`src/rtl/fp_mult_pkg.sv`:
```
// Shared constants and stage-1 payload for the FP multiplier back end.
package fp_mult_pkg;

  localparam int PKG_EXP_W  = 10;
  localparam int PKG_FRAC_W = 23;
  localparam int EXPF_W     = 8;
  localparam int BIAS       = 127;
  localparam int EXP_MAX    = 2 * BIAS + 1;
  localparam logic [31:0] QNAN = 32'h7FC0_0000;

  // Normalised product waiting for rounding
  typedef struct packed {
    logic                  sign;
    logic [PKG_EXP_W-1:0]  exp;     // biased, two's complement
    logic [PKG_FRAC_W:0]   keep;    // 24-bit significand incl. hidden bit
    logic                  guard;
    logic                  sticky;
    logic                  zero;
    logic                  inf;
    logic                  nan;
  } s1_pay_t;

endpackage

```
`src/rtl/fp_mult_round_pack_if.sv`:
```
// Input beat + output result handshake bundle for fp_mult_round_pack.
interface fp_mult_round_pack_if #(
  parameter int EXP_W  = 10,
  parameter int MANT_W = 48
);
  logic              in_valid;
  logic              in_ready;
  logic              in_sign;
  logic [EXP_W-1:0]  in_exp;
  logic [MANT_W-1:0] in_mant;
  logic              in_zero;
  logic              in_inf;
  logic              in_nan;
  logic              out_valid;
  logic              out_ready;
  logic [31:0]       out_result;
  logic              out_overflow;
  logic              out_underflow;
  logic              out_inexact;
  logic              out_invalid;

  modport master (
    output in_valid, in_sign, in_exp, in_mant, in_zero, in_inf, in_nan, out_ready,
    input  in_ready, out_valid, out_result, out_overflow, out_underflow,
           out_inexact, out_invalid
  );

  modport slave (
    input  in_valid, in_sign, in_exp, in_mant, in_zero, in_inf, in_nan, out_ready,
    output in_ready, out_valid, out_result, out_overflow, out_underflow,
           out_inexact, out_invalid
  );
endinterface

```
`src/rtl/fp_round_rne.sv`:
```
// Round-to-nearest-even of a normalised 24-bit significand.
// FP_ROUND_SUBNORMAL_EN: denormalise tiny results before rounding; the
// returned exponent field is then 0, or 1 when rounding reaches min normal.
module fp_round_rne
  import fp_mult_pkg::*;
#(
  parameter int EXP_W  = PKG_EXP_W,
  parameter int FRAC_W = PKG_FRAC_W
) (
  input  logic [FRAC_W:0]          keep_i,
  input  logic                     guard_i,
  input  logic                     sticky_i,
  input  logic signed [EXP_W-1:0]  exp_i,
  output logic [FRAC_W-1:0]        frac_o,
  output logic signed [EXP_W-1:0]  exp_o,
  output logic                     inexact_o,
  output logic                     tiny_o
);

  logic [FRAC_W:0] k;
  logic            g, s;
  logic            roundup, cfrac, carry;

`ifdef FP_ROUND_SUBNORMAL_EN
  localparam int SH_W = $clog2(FRAC_W + 3);
  logic signed [EXP_W-1:0] dist;
  logic [SH_W-1:0]         sh;
  logic [FRAC_W+1:0]       ext, lost;
`endif

  // Optional denormalise, then RNE increment; the increment is done on the
  // fraction only so a carry out of all-ones is detected against the hidden bit
  always_comb begin
    tiny_o = exp_i[EXP_W-1] | (exp_i == '0);
    k = keep_i;
    g = guard_i;
    s = sticky_i;
`ifdef FP_ROUND_SUBNORMAL_EN
    dist = $signed(EXP_W'(1)) - exp_i;
    sh   = (dist > $signed(EXP_W'(FRAC_W + 2))) ? SH_W'(FRAC_W + 2) : dist[SH_W-1:0];
    ext  = {keep_i, guard_i};
    lost = ~({(FRAC_W+2){1'b1}} << sh);
    if (tiny_o) begin
      {k, g} = ext >> sh;
      s      = sticky_i | (|(ext & lost));
    end
`endif
    roundup         = g & (s | k[0]);
    {cfrac, frac_o} = {1'b0, k[FRAC_W-1:0]} + {{FRAC_W{1'b0}}, roundup};
    carry           = k[FRAC_W] & cfrac;
    inexact_o       = g | s;
    exp_o           = carry ? exp_i + EXP_W'(1) : exp_i;
`ifdef FP_ROUND_SUBNORMAL_EN
    if (tiny_o) begin
      exp_o    = '0;
      exp_o[0] = k[FRAC_W] | cfrac;
    end
`endif
  end

endmodule

```
`src/rtl/fp_mult_round_pack.sv`:
```
// FP multiplier back end: normalise (stage 1), round + pack (stage 2),
// valid/ready on both sides. FP_ROUND_SUBNORMAL_EN selects gradual underflow
// instead of flush-to-zero.
module fp_mult_round_pack
  import fp_mult_pkg::*;
#(
  parameter int EXP_W  = PKG_EXP_W,
  parameter int FRAC_W = PKG_FRAC_W
) (
  input  logic clk,
  input  logic reset,
  fp_mult_round_pack_if.slave bus
);

  localparam int MANT_W = 2 * FRAC_W + 2;

  logic adv1, adv2;
  logic s1_valid_q, s1_valid_d, s2_valid_q, s2_valid_d;
  s1_pay_t s1_q, s1_d;

  logic [31:0] res_q, res_d, pk_res;
  logic        ovf_q, ovf_d, pk_ovf;
  logic        unf_q, unf_d, pk_unf;
  logic        inx_q, inx_d, pk_inx;
  logic        inv_q, inv_d, pk_inv;

  logic [FRAC_W-1:0]        rnd_frac;
  logic signed [EXP_W-1:0]  rnd_exp;
  logic                     rnd_inexact, rnd_tiny;

  // A stage moves when it is empty or the stage after it moves
  assign adv2         = !s2_valid_q | bus.out_ready;
  assign adv1         = !s1_valid_q | adv2;
  assign bus.in_ready = adv1;

  // Stage 1: pick the 24 significand bits below the leading one
  always_comb begin
    s1_d       = s1_q;
    s1_valid_d = adv1 ? bus.in_valid : s1_valid_q;
    if (adv1) begin
      s1_d.sign = bus.in_sign;
      s1_d.zero = bus.in_zero;
      s1_d.inf  = bus.in_inf;
      s1_d.nan  = bus.in_nan;
      if (bus.in_mant[MANT_W-1]) begin
        s1_d.exp    = bus.in_exp + EXP_W'(1);
        s1_d.keep   = bus.in_mant[MANT_W-1 -: FRAC_W+1];
        s1_d.guard  = bus.in_mant[MANT_W-FRAC_W-2];
        s1_d.sticky = |bus.in_mant[MANT_W-FRAC_W-3:0];
      end else begin
        s1_d.exp    = bus.in_exp;
        s1_d.keep   = bus.in_mant[MANT_W-2 -: FRAC_W+1];
        s1_d.guard  = bus.in_mant[MANT_W-FRAC_W-3];
        s1_d.sticky = |bus.in_mant[MANT_W-FRAC_W-4:0];
      end
    end
  end

  fp_round_rne #(.EXP_W(EXP_W), .FRAC_W(FRAC_W)) u_rne (
    .keep_i    (s1_q.keep),
    .guard_i   (s1_q.guard),
    .sticky_i  (s1_q.sticky),
    .exp_i     ($signed(s1_q.exp)),
    .frac_o    (rnd_frac),
    .exp_o     (rnd_exp),
    .inexact_o (rnd_inexact),
    .tiny_o    (rnd_tiny)
  );

  // Pack: specials first, then underflow, overflow, ordinary result
  always_comb begin
    pk_res = {s1_q.sign, rnd_exp[EXPF_W-1:0], rnd_frac};
    pk_ovf = 1'b0;
    pk_unf = 1'b0;
    pk_inx = rnd_inexact;
    pk_inv = 1'b0;
    if (s1_q.nan || (s1_q.inf && s1_q.zero)) begin
      pk_res = QNAN;
      pk_inx = 1'b0;
      pk_inv = 1'b1;
    end else if (s1_q.inf) begin
      pk_res = {s1_q.sign, {EXPF_W{1'b1}}, {FRAC_W{1'b0}}};
      pk_inx = 1'b0;
    end else if (s1_q.zero) begin
      pk_res = {s1_q.sign, 31'b0};
      pk_inx = 1'b0;
    end else if (rnd_tiny) begin
`ifdef FP_ROUND_SUBNORMAL_EN
      pk_unf = rnd_inexact;
`else
      pk_res = {s1_q.sign, 31'b0};
      pk_unf = 1'b1;
      pk_inx = 1'b1;
`endif
    end else if (rnd_exp >= $signed(EXP_W'(EXP_MAX))) begin
      pk_res = {s1_q.sign, {EXPF_W{1'b1}}, {FRAC_W{1'b0}}};
      pk_ovf = 1'b1;
      pk_inx = 1'b1;
    end
  end

  // Stage 2: capture a packed result only when a real beat moves in
  always_comb begin
    s2_valid_d = adv2 ? s1_valid_q : s2_valid_q;
    res_d = res_q;
    ovf_d = ovf_q;
    unf_d = unf_q;
    inx_d = inx_q;
    inv_d = inv_q;
    if (adv2 && s1_valid_q) begin
      res_d = pk_res;
      ovf_d = pk_ovf;
      unf_d = pk_unf;
      inx_d = pk_inx;
      inv_d = pk_inv;
    end
  end

  // Pipeline registers; reset drops any in-flight beat at once
  always_ff @(posedge clk or posedge reset) begin
    if (reset) begin
      s1_valid_q <= 1'b0;
      s2_valid_q <= 1'b0;
      s1_q       <= '0;
      res_q      <= '0;
      ovf_q      <= 1'b0;
      unf_q      <= 1'b0;
      inx_q      <= 1'b0;
      inv_q      <= 1'b0;
    end else begin
      s1_valid_q <= s1_valid_d;
      s2_valid_q <= s2_valid_d;
      s1_q       <= s1_d;
      res_q      <= res_d;
      ovf_q      <= ovf_d;
      unf_q      <= unf_d;
      inx_q      <= inx_d;
      inv_q      <= inv_d;
    end
  end

  assign bus.out_valid     = s2_valid_q;
  assign bus.out_result    = res_q;
  assign bus.out_overflow  = ovf_q;
  assign bus.out_underflow = unf_q;
  assign bus.out_inexact   = inx_q;
  assign bus.out_invalid   = inv_q;

endmodule

```
`src/flat_wrapper.sv`:
```
// flat-port wrapper written by rule: the top's interface ports become plain ports
module fp_mult_round_pack_flat import fp_mult_pkg::*;
#(
  parameter int EXP_W  = PKG_EXP_W,
  parameter int FRAC_W = PKG_FRAC_W
)
  (clk, reset, bus_in_valid, bus_in_sign, bus_in_exp, bus_in_mant, bus_in_zero, bus_in_inf, bus_in_nan, bus_out_ready, bus_in_ready, bus_out_valid, bus_out_result, bus_out_overflow, bus_out_underflow, bus_out_inexact, bus_out_invalid);
  fp_mult_round_pack_if #(.EXP_W(EXP_W), .MANT_W(48)) bus_i ();
  input  logic clk;
  input  logic reset;
  input wire logic [$bits(bus_i.in_valid)-1:0] bus_in_valid;
  input wire logic [$bits(bus_i.in_sign)-1:0] bus_in_sign;
  input wire logic [$bits(bus_i.in_exp)-1:0] bus_in_exp;
  input wire logic [$bits(bus_i.in_mant)-1:0] bus_in_mant;
  input wire logic [$bits(bus_i.in_zero)-1:0] bus_in_zero;
  input wire logic [$bits(bus_i.in_inf)-1:0] bus_in_inf;
  input wire logic [$bits(bus_i.in_nan)-1:0] bus_in_nan;
  input wire logic [$bits(bus_i.out_ready)-1:0] bus_out_ready;
  output wire logic [$bits(bus_i.in_ready)-1:0] bus_in_ready;
  output wire logic [$bits(bus_i.out_valid)-1:0] bus_out_valid;
  output wire logic [$bits(bus_i.out_result)-1:0] bus_out_result;
  output wire logic [$bits(bus_i.out_overflow)-1:0] bus_out_overflow;
  output wire logic [$bits(bus_i.out_underflow)-1:0] bus_out_underflow;
  output wire logic [$bits(bus_i.out_inexact)-1:0] bus_out_inexact;
  output wire logic [$bits(bus_i.out_invalid)-1:0] bus_out_invalid;
  assign bus_i.in_valid = bus_in_valid;
  assign bus_i.in_sign = bus_in_sign;
  assign bus_i.in_exp = bus_in_exp;
  assign bus_i.in_mant = bus_in_mant;
  assign bus_i.in_zero = bus_in_zero;
  assign bus_i.in_inf = bus_in_inf;
  assign bus_i.in_nan = bus_in_nan;
  assign bus_i.out_ready = bus_out_ready;
  assign bus_in_ready = bus_i.in_ready;
  assign bus_out_valid = bus_i.out_valid;
  assign bus_out_result = bus_i.out_result;
  assign bus_out_overflow = bus_i.out_overflow;
  assign bus_out_underflow = bus_i.out_underflow;
  assign bus_out_inexact = bus_i.out_inexact;
  assign bus_out_invalid = bus_i.out_invalid;
  fp_mult_round_pack #(.EXP_W(EXP_W), .FRAC_W(FRAC_W)) u_core (.clk(clk), .reset(reset), .bus(bus_i));
endmodule
```
`config.mk`:
```
export PLATFORM = sky130hd
export DESIGN_NAME = fp_mult_round_pack_flat
export DESIGN_NICKNAME = d
export VERILOG_FILES = /design/src/rtl/fp_mult_pkg.sv /design/src/rtl/fp_mult_round_pack_if.sv /design/src/rtl/fp_round_rne.sv /design/src/rtl/fp_mult_round_pack.sv /design/src/flat_wrapper.sv
export SDC_FILE = /design/constraint.sdc
export NUM_CORES = 1
export LEC_CHECK = 0
export ABC_AREA = 1
export BUFFER_PORTS_ARGS = -buffer_cell sky130_fd_sc_hd__buf_4
export CORE_ASPECT_RATIO = 0.6
export CORE_UTILIZATION = 48
export CTS_CLUSTER_DIAMETER = 120
export DETAILED_ROUTE_END_ITERATION = 7
export PLACE_DENSITY = 0.83
export REMOVE_ABC_BUFFERS = 1
export SKIP_LAST_GASP = 1
export SLEW_MARGIN = 30
export SYNTH_ARGS = -nofsm -noshare
export SYNTH_HDL_FRONTEND = slang
export SYNTH_SLANG_ARGS = --single-unit
```
`constraint.sdc`:
```
create_clock -name clk -period 2.3 [get_ports clk]
set_clock_uncertainty 0.05 [all_clocks]
set_input_delay 0.115 -clock clk [delete_from_list [all_inputs] [get_ports clk]]
set_output_delay 0.115 -clock clk [all_outputs]
set_load 0.02 [all_outputs]
```
==> metrics.csv, run 1 <==
metric;value;unit
# rows;26;
Mean Syn Cell Area;7.343;sq um
area of the multi-input gates;0.002180;sq mm
Setup TNS;-3.387;ns
Clk Latency, worst-skew pair;0.34;ns
crit start category;flop;
chip height;75.78;microns
post-synth top area share;0.4483;
number of synthesized flops with an enable pin;0;
I/O pin cnt;104;
largest net degree at the start of global routing;79;
Gate Count Post-Synth;593;
initial antenna violation count;0;
slowest stage cell on the critical path;dfrtp_1;
vias in the first global route;4267;
via count;4634;
Final Hold Viols;0;
status;finished, violations left;
WL/cell;14.87;microns
Clock Tree Root;clkbuf_16;
clk sink count;78;
Max-cap violations;0;
Yosys warning count;0;
# DRC;14;
Max Root-Sink Buffers;2;
DR vias/cell;5.296;
Slew Limit Headroom;0.5931;
final net count;829;
Antenna diodes;0;
Final period util;1.059;
worst min path class;in2reg;
layout cell share with drive strength beyond 1;0.2949;
setup ws final;-0.1358;ns
critical path capture point type;flop;
Required @ worst endpoint;2.51;ns
worst slew pin tran;0.6052;ns
cell-by-cell trace of the critical path;inv_2 -> a21oi_2 -> ha_2 -> nand2_2 -> nor2_4 -> nand3_4 -> nor2_4 -> buf_4 -> nand3_2 -> nand2_1 -> nand2_2 -> nand2_2 -> nor2_4 -> nand2_2 -> nand2_4 -> nand2_4 -> nand2_4 -> buf_12 -> o21ai_1;
Routed Antenna Nets;0;
Synth top cells by count;173 x nand2_1, 78 x dfrtp_1, 68 x nor2_1;
Area contributors post-synth;dfrtp_1 45%, nand2_1 15%, nor2_1 5.9%, inv_1 5.5%, a31oi_1 3.4%;
Pwr Density;670.4;mW/mm^2
Core Region;0.008653;sq mm
fill count;686;
Port Buf Inserts;103;
Top cell by count, worst path;nand2_2;
post-synthesis async set-or-reset flop share;1.000;
Final Wtd Congestion;0.9296;
Synth area leader;dfrtp_1;
synthesized cell area;0.004354;sq mm
Critical Path AT;2.65;ns
clock-pin slew on the worst setup and hold paths;0.06;ns
register area;0.001952;sq mm
static leakage power;3.112;nW
critical path fanouts, max;10;
worst vdd ir;0.4086;mV
Tot Pwr;4.211;mW
gate family responsible for the most delay along the worst path;simple AND/OR/NAND/NOR gates;
RSZ-0062 raised after global routing;yes;
Starting DRT DRC Count;417;
die area;0.009468;sq mm
Synth Flop Type;dfrtp_1;
Peak Freq;0.4105;GHz
Distinct cells, synth;31;
final worst path period need;2.436;ns
Largest stage delay, worst path;0.37;ns
H-tree depth;3;
Num CTS Buffers;9;
Remaining Overflow, GRT;0;
Area Growth Syn to Fin;44.25;%
die width;125.0;microns
Starting Density;0.5032;
worst path bufs/invs;3;
Final Setup Violations;33;
#FFs+latches synth;78;
HPWL Detailed;9169;microns
CP Class;reg2reg;
sequential-to-total area share from yosys stat;0.4483;
most common cell in the netlist;nand2_1;
pins over their slew limit;0;
Routed WL;13010;microns
first drt pass iteration count;7;
CTS tree;done;
GRT Overall Usage;0.2745;
first-pass GRT wire length;20030;microns
Place WS;-0.2015;ns
violated checks;DRC, setup timing;
power by group:
part           internal (mW)  leakage, nW  total [mW]  switching, mW
clock                  0.953        0.150        1.52          0.570
sequential              1.52        0.947        1.64          0.117
combinational          0.460         2.01        1.05          0.592
total                   2.93         3.11        4.21           1.28
flip-flops by register name, summed over array words and instances, names as in the netlist:
signal,cells
u_core.s1_valid_q,1
u_core.bus.out_inexact,1
u_core.bus.out_overflow,1
u_core.s1_q,40
u_core.bus.out_result,32
u_core.bus.out_valid,1
u_core.bus.out_invalid,1
u_core.bus.out_underflow,1
path summary, 6_finish.rpt:
| path | startpoint | end | slack, ns | depth (start not counted) |
|---|---|---|---|---|
| worst min-delay path | bus_in_mant[28] | u_core.s1_q[10]$_DFFE_PP0P_ | 0.005 | 3 |
| worst max register to register | u_core.s1_q[4]$_DFFE_PP0P_ | u_core.bus.out_result[21]$_DFFE_PP0P_ | -0.14 | 19 |
| max in group asynchronous | reset | u_core.bus.out_result[0]$_DFFE_PP0P_ | 1.49 | 4 |
| min in group asynchronous | reset | u_core.bus.out_valid$_DFFE_PP0N_ | 0.39 | 4 |
| worst max-delay path | u_core.s1_q[4]$_DFFE_PP0P_ | u_core.bus.out_result[21]$_DFFE_PP0P_ | -0.14 | 19 |
| worst min register to register | u_core.s1_q[38]$_DFFE_PP0P_ | u_core.s1_q[38]$_DFFE_PP0P_ | 0.44 | 2 |
cells in the final DEF (no fill, tap or decap), types with 2 or more instances in the layout:
cell / netlist / final
a21oi_1: 12 / 3
a21oi_2: 0 / 9
a31oi_1: 24 / 24
buf_12: 0 / 2
buf_4: 1 / 151
buf_6: 2 / 4
bufinv_16: 0 / 2
clkbuf_1: 17 / 2
clkbuf_16: 0 / 10
dfrtp_1: 78 / 78
dlygate4sd3_1: 0 / 20
ha_1: 5 / 4
inv_1: 64 / 62
inv_2: 2 / 4
nand2_1: 173 / 163
nand2_2: 9 / 16
nand2_4: 0 / 3
nand3_1: 25 / 23
nand3_2: 0 / 2
nand4_1: 15 / 15
nor2_1: 68 / 63
nor2_2: 4 / 6
nor2_4: 2 / 5
nor3_1: 10 / 9
nor4_1: 6 / 5
o21ai_0: 24 / 23
o21ai_1: 20 / 20
o22ai_1: 3 / 3
or2_2: 2 / 2
xnor2_1: 5 / 5
xor2_1: 12 / 11
worst register-to-register path: stages, from the launching register on:
cell,delay [ns]
dfrtp_1,0.37
inv_2,0.05
a21oi_2,0.10
ha_2,0.20
nand2_2,0.07
nor2_4,0.12
nand3_4,0.09
nor2_4,0.16
buf_4,0.14
nand3_2,0.10
nand2_1,0.10
nand2_2,0.07
nand2_2,0.08
nor2_4,0.04
nand2_2,0.07
nand2_4,0.06
nand2_4,0.10
nand2_4,0.08
buf_12,0.17
o21ai_1,0.14
kinds of logic (layout without fill, tap and decap cells):
| family | after synthesis | count (layout) | share of synthesized area |
|---|---|---|---|
| and+or+nand+nor | 316 | 316 | 0.3106 |
| AOI/OAI and AO/OA | 86 | 86 | 0.1086 |
| adders and majority gates | 5 | 5 | 0.01437 |
| DFF | 78 | 78 | 0.4483 |
| xor gates and xnor gates | 17 | 17 | 0.03419 |
| buffers and inverters | 91 | 261 | 0.08391 |
layout make-up:
type	instances	area share
Clock inverter	5	0.01295
Inverter	67	0.04004
Tap cell	112	0.02231
Sequential cell	78	0.3108
Multi-Input combinational cell	424	0.3470
Timing Repair Buffer	178	0.2299
Clock buffer	11	0.03705
through the flow:
step / utilization / hold slack (ns) / instances / instance area (sq um)
6_report: 0.7259 / 0.005247 / 875 / 6281
5_1_grt: 0.7259 / 0.01151 / 875 / 6281
4_1_cts: 0.7076 / 0.002735 / 869 / 6123
3_5_place_dp: 0.6358 / 0.2010 / 827 / 5502
3_3_place_gp: 0.6358 / 0.1903 / 827 / 5502
2_1_floorplan: - / 0.1746 / 569 / 4240
repair_timing:
action	CTS	global route
setup endpoints to repair	32	33
hold endpoints to repair	93	0
gates cloned	1	1
pin swaps	14	14
hold buffers	20	0
setup buffers	5	5
resized for setup	18	26
metal layers:
metal	track usage	routed length [microns]	vias up
met2	0.4744	6224	200
met3	0.06180	963	22
li1	-	-	2235
met1	0.3546	5639	2177
met5	0	0	-
met4	0.08401	180	0
Note: power is estimated with default switching activity, not from simulation.
==> run 2: changes to the inputs <==
- PLACE_DENSITY: 0.83 -> 0.8
- clock period: 2.3 -> 2.31 ns (I/O delays scaled with it)
==> run 2 against run 1 <==
Net effect: the run still ends with DRC, setup timing left; setup slack improved by 0.018 ns; first-iteration DRC count fell by 4.8%; via count up 0.73%; count of clock-buffer cells in the layout fell by 1; combinational power up 5%; highest routed layer unchanged; global-route usage grew 1.0 points; die area unchanged; sequential cell count unchanged; cell count grew 1.5%; non-clock buffer count is 13 higher; sequential power is essentially flat.
==> metrics.csv, run 2 (same netlist as run 1, synthesis figures left out) <==
metric;value;unit
status;finished, violations left;
violated checks;DRC, setup timing;
worst min path class;in2reg;
reg2reg end;u_core.bus.out_result[13]$_DFFE_PP0P_;
Area Growth Syn to Fin;48.10;%
layout cell share with drive strength beyond 1;0.3312;
Port Buf Inserts;103;
Max Root-Sink Buffers;2;
RSZ-0062 raised after global routing;yes;
WL/cell;15.04;microns
setup ws final;-0.1181;ns
Top cell by count, worst path;nand2_1;
cell-by-cell trace of the critical path;inv_1 -> a21oi_2 -> ha_2 -> nand2_2 -> nor2_4 -> nand3_4 -> nor2_4 -> buf_6 -> nand4_1 -> nand2_1 -> nand2_1 -> nor2_2 -> nand2_1 -> nand2_2 -> nand2_4 -> nand2_8 -> clkbuf_16 -> o21ai_1;
worst slew pin tran;0.6943;ns
clk sink count;78;
HPWL Detailed;9174;microns
Worst Reg-to-Reg Cells;18;
# DRC;14;
final net count;842;
Slew Limit Headroom;0.5354;
Starting DRT DRC Count;397;
critical path fanouts, max;5;
worst vdd ir;0.4067;mV
final worst path period need;2.428;ns
# rows;26;
crit start category;flop;
pins over their slew limit;0;
largest net degree at the start of global routing;69;
die width;125.0;microns
Antenna diodes;0;
commonest non-fill, non-tap cell in the layout;nand2_1;
most frequent cells in the layout;161 x nand2_1, 160 x buf_4, 78 x dfrtp_1;
H-tree depth;3;
Pwr Density;624.2;mW/mm^2
initial antenna violation count;0;
Starting Density;0.5032;
Tot Pwr;4.025;mW
vias in the first global route;4376;
Required @ worst endpoint;2.48;ns
Final Setup Violations;33;
crit path capture;u_core.bus.out_result[13]$_DFFE_PP0P_;
Core Region;0.008653;sq mm
Critical Path AT;2.60;ns
setup slack, reg-to-reg;-0.12;ns
CTS tree;done;
max reg flops;40;
Most flops, register;u_core.s1_q;
critical path capture point type;flop;
Final Hold Viols;0;
GRT Overall Usage;0.2850;
via count;4668;
Routed WL;13360;microns
Max-cap violations;0;
CP Class;reg2reg;
I/O pin cnt;104;
Setup TNS;-2.604;ns
slowest stage cell on the critical path;dfrtp_1;
Clock Tree Root;clkbuf_16;
DR vias/cell;5.257;
chip height;75.78;microns
Routed Antenna Nets;0;
Num CTS Buffers;9;
first drt pass iteration count;7;
clock-pin slew on the worst setup and hold paths;0.06;ns
CP Launch Point;u_core.s1_q[5]$_DFFE_PP0P_;
Peak Freq;0.4118;GHz
Clk Latency, worst-skew pair;0.34;ns
Final period util;1.051;
Largest stage delay, worst path;0.34;ns
static leakage power;3.195;nW
R2R Path Start;u_core.s1_q[5]$_DFFE_PP0P_;
Final Wtd Congestion;0.8814;
Min-Delay Path Depth;3;
Remaining Overflow, GRT;0;
first-pass GRT wire length;20600;microns
die area;0.009468;sq mm
-- run 2: layer usage --
layer	wire length, microns	track usage	vias up
met5	0	0	-
met4	176	0.1016	0
met3	939	0.06671	23
met2	6284	0.4856	190
met1	5953	0.3665	2187
li1	-	-	2268
-- run 2: through the flow --
stage	cells	worst slack, ns	hold slack (ns)	utilization	cell area (sq um)
final	888	-0.1181	0.005428	0.7452	6449
after global routing	888	-0.2864	-0.001645	0.7452	6449
after CTS	885	-0.1242	0.0000006384	0.7302	6319
after detailed placement	832	-0.2656	0.1624	0.6401	5539
after global placement	832	-0.05476	0.1390	0.6401	5539
after floorplan	569	-0.5117	0.1751	-	4240
-- run 2: final cells by class --
| type | instances | area [sq um] |
|---|---|---|
| clock buffers | 10 | 229.0 |
| multi-input cells | 424 | 2245 |
| well taps | 112 | 140.1 |
| clock inverters | 6 | 38.79 |
| repair buffers | 191 | 1589 |
| inverters | 67 | 255.2 |
| fillers | 634 | 2205 |
| flip-flops and latches | 78 | 1952 |
-- run 2: worst max-delay path: cells and delay by family (launching register included) --
family	cells	cell delay, ns
adders and majority gates	1	0.19
and+or+nand+nor	12	1.21
AOI/OAI and AO/OA	2	0.17
buffers and inverters	3	0.34
DFF	1	0.34
-- run 2: worst min path at each step --
stage,slack (ns),start,to
floorplan,0.18,bus_in_nan,u_core.s1_q[0]$_DFFE_PP0P_
global placement,0.14,reset,u_core.bus.out_result[21]$_DFFE_PP0P_
detailed placement,0.16,reset,u_core.bus.out_result[21]$_DFFE_PP0P_
CTS,0.0000006,bus_in_mant[25],u_core.s1_q[7]$_DFFE_PP0P_
global route,-0.002,bus_in_mant[25],u_core.s1_q[7]$_DFFE_PP0P_
finish,0.005,bus_in_exp[7],u_core.s1_q[36]$_DFFE_PP0P_
-- run 2: where the power goes --
| part | total, mW | switching, mW | leakage (nW) | internal (mW) |
|---|---|---|---|---|
| combinational | 1.10 | 0.612 | 2.12 | 0.491 |
| clock | 1.29 | 0.571 | 0.128 | 0.723 |
| sequential | 1.63 | 0.116 | 0.947 | 1.51 |
| total | 4.03 | 1.30 | 3.19 | 2.73 |
-- run 2: repair_timing --
| item | in CTS | in global routing |
|---|---|---|
| hold buffers | 20 | 0 |
| cloned | 2 | 1 |
| pin swaps | 20 | 15 |
| endpoints found under the setup margin | 33 | 34 |
| endpoints found under the hold margin | 41 | 0 |
| resized for setup | 38 | 26 |
| setup buffers | 15 | 2 |
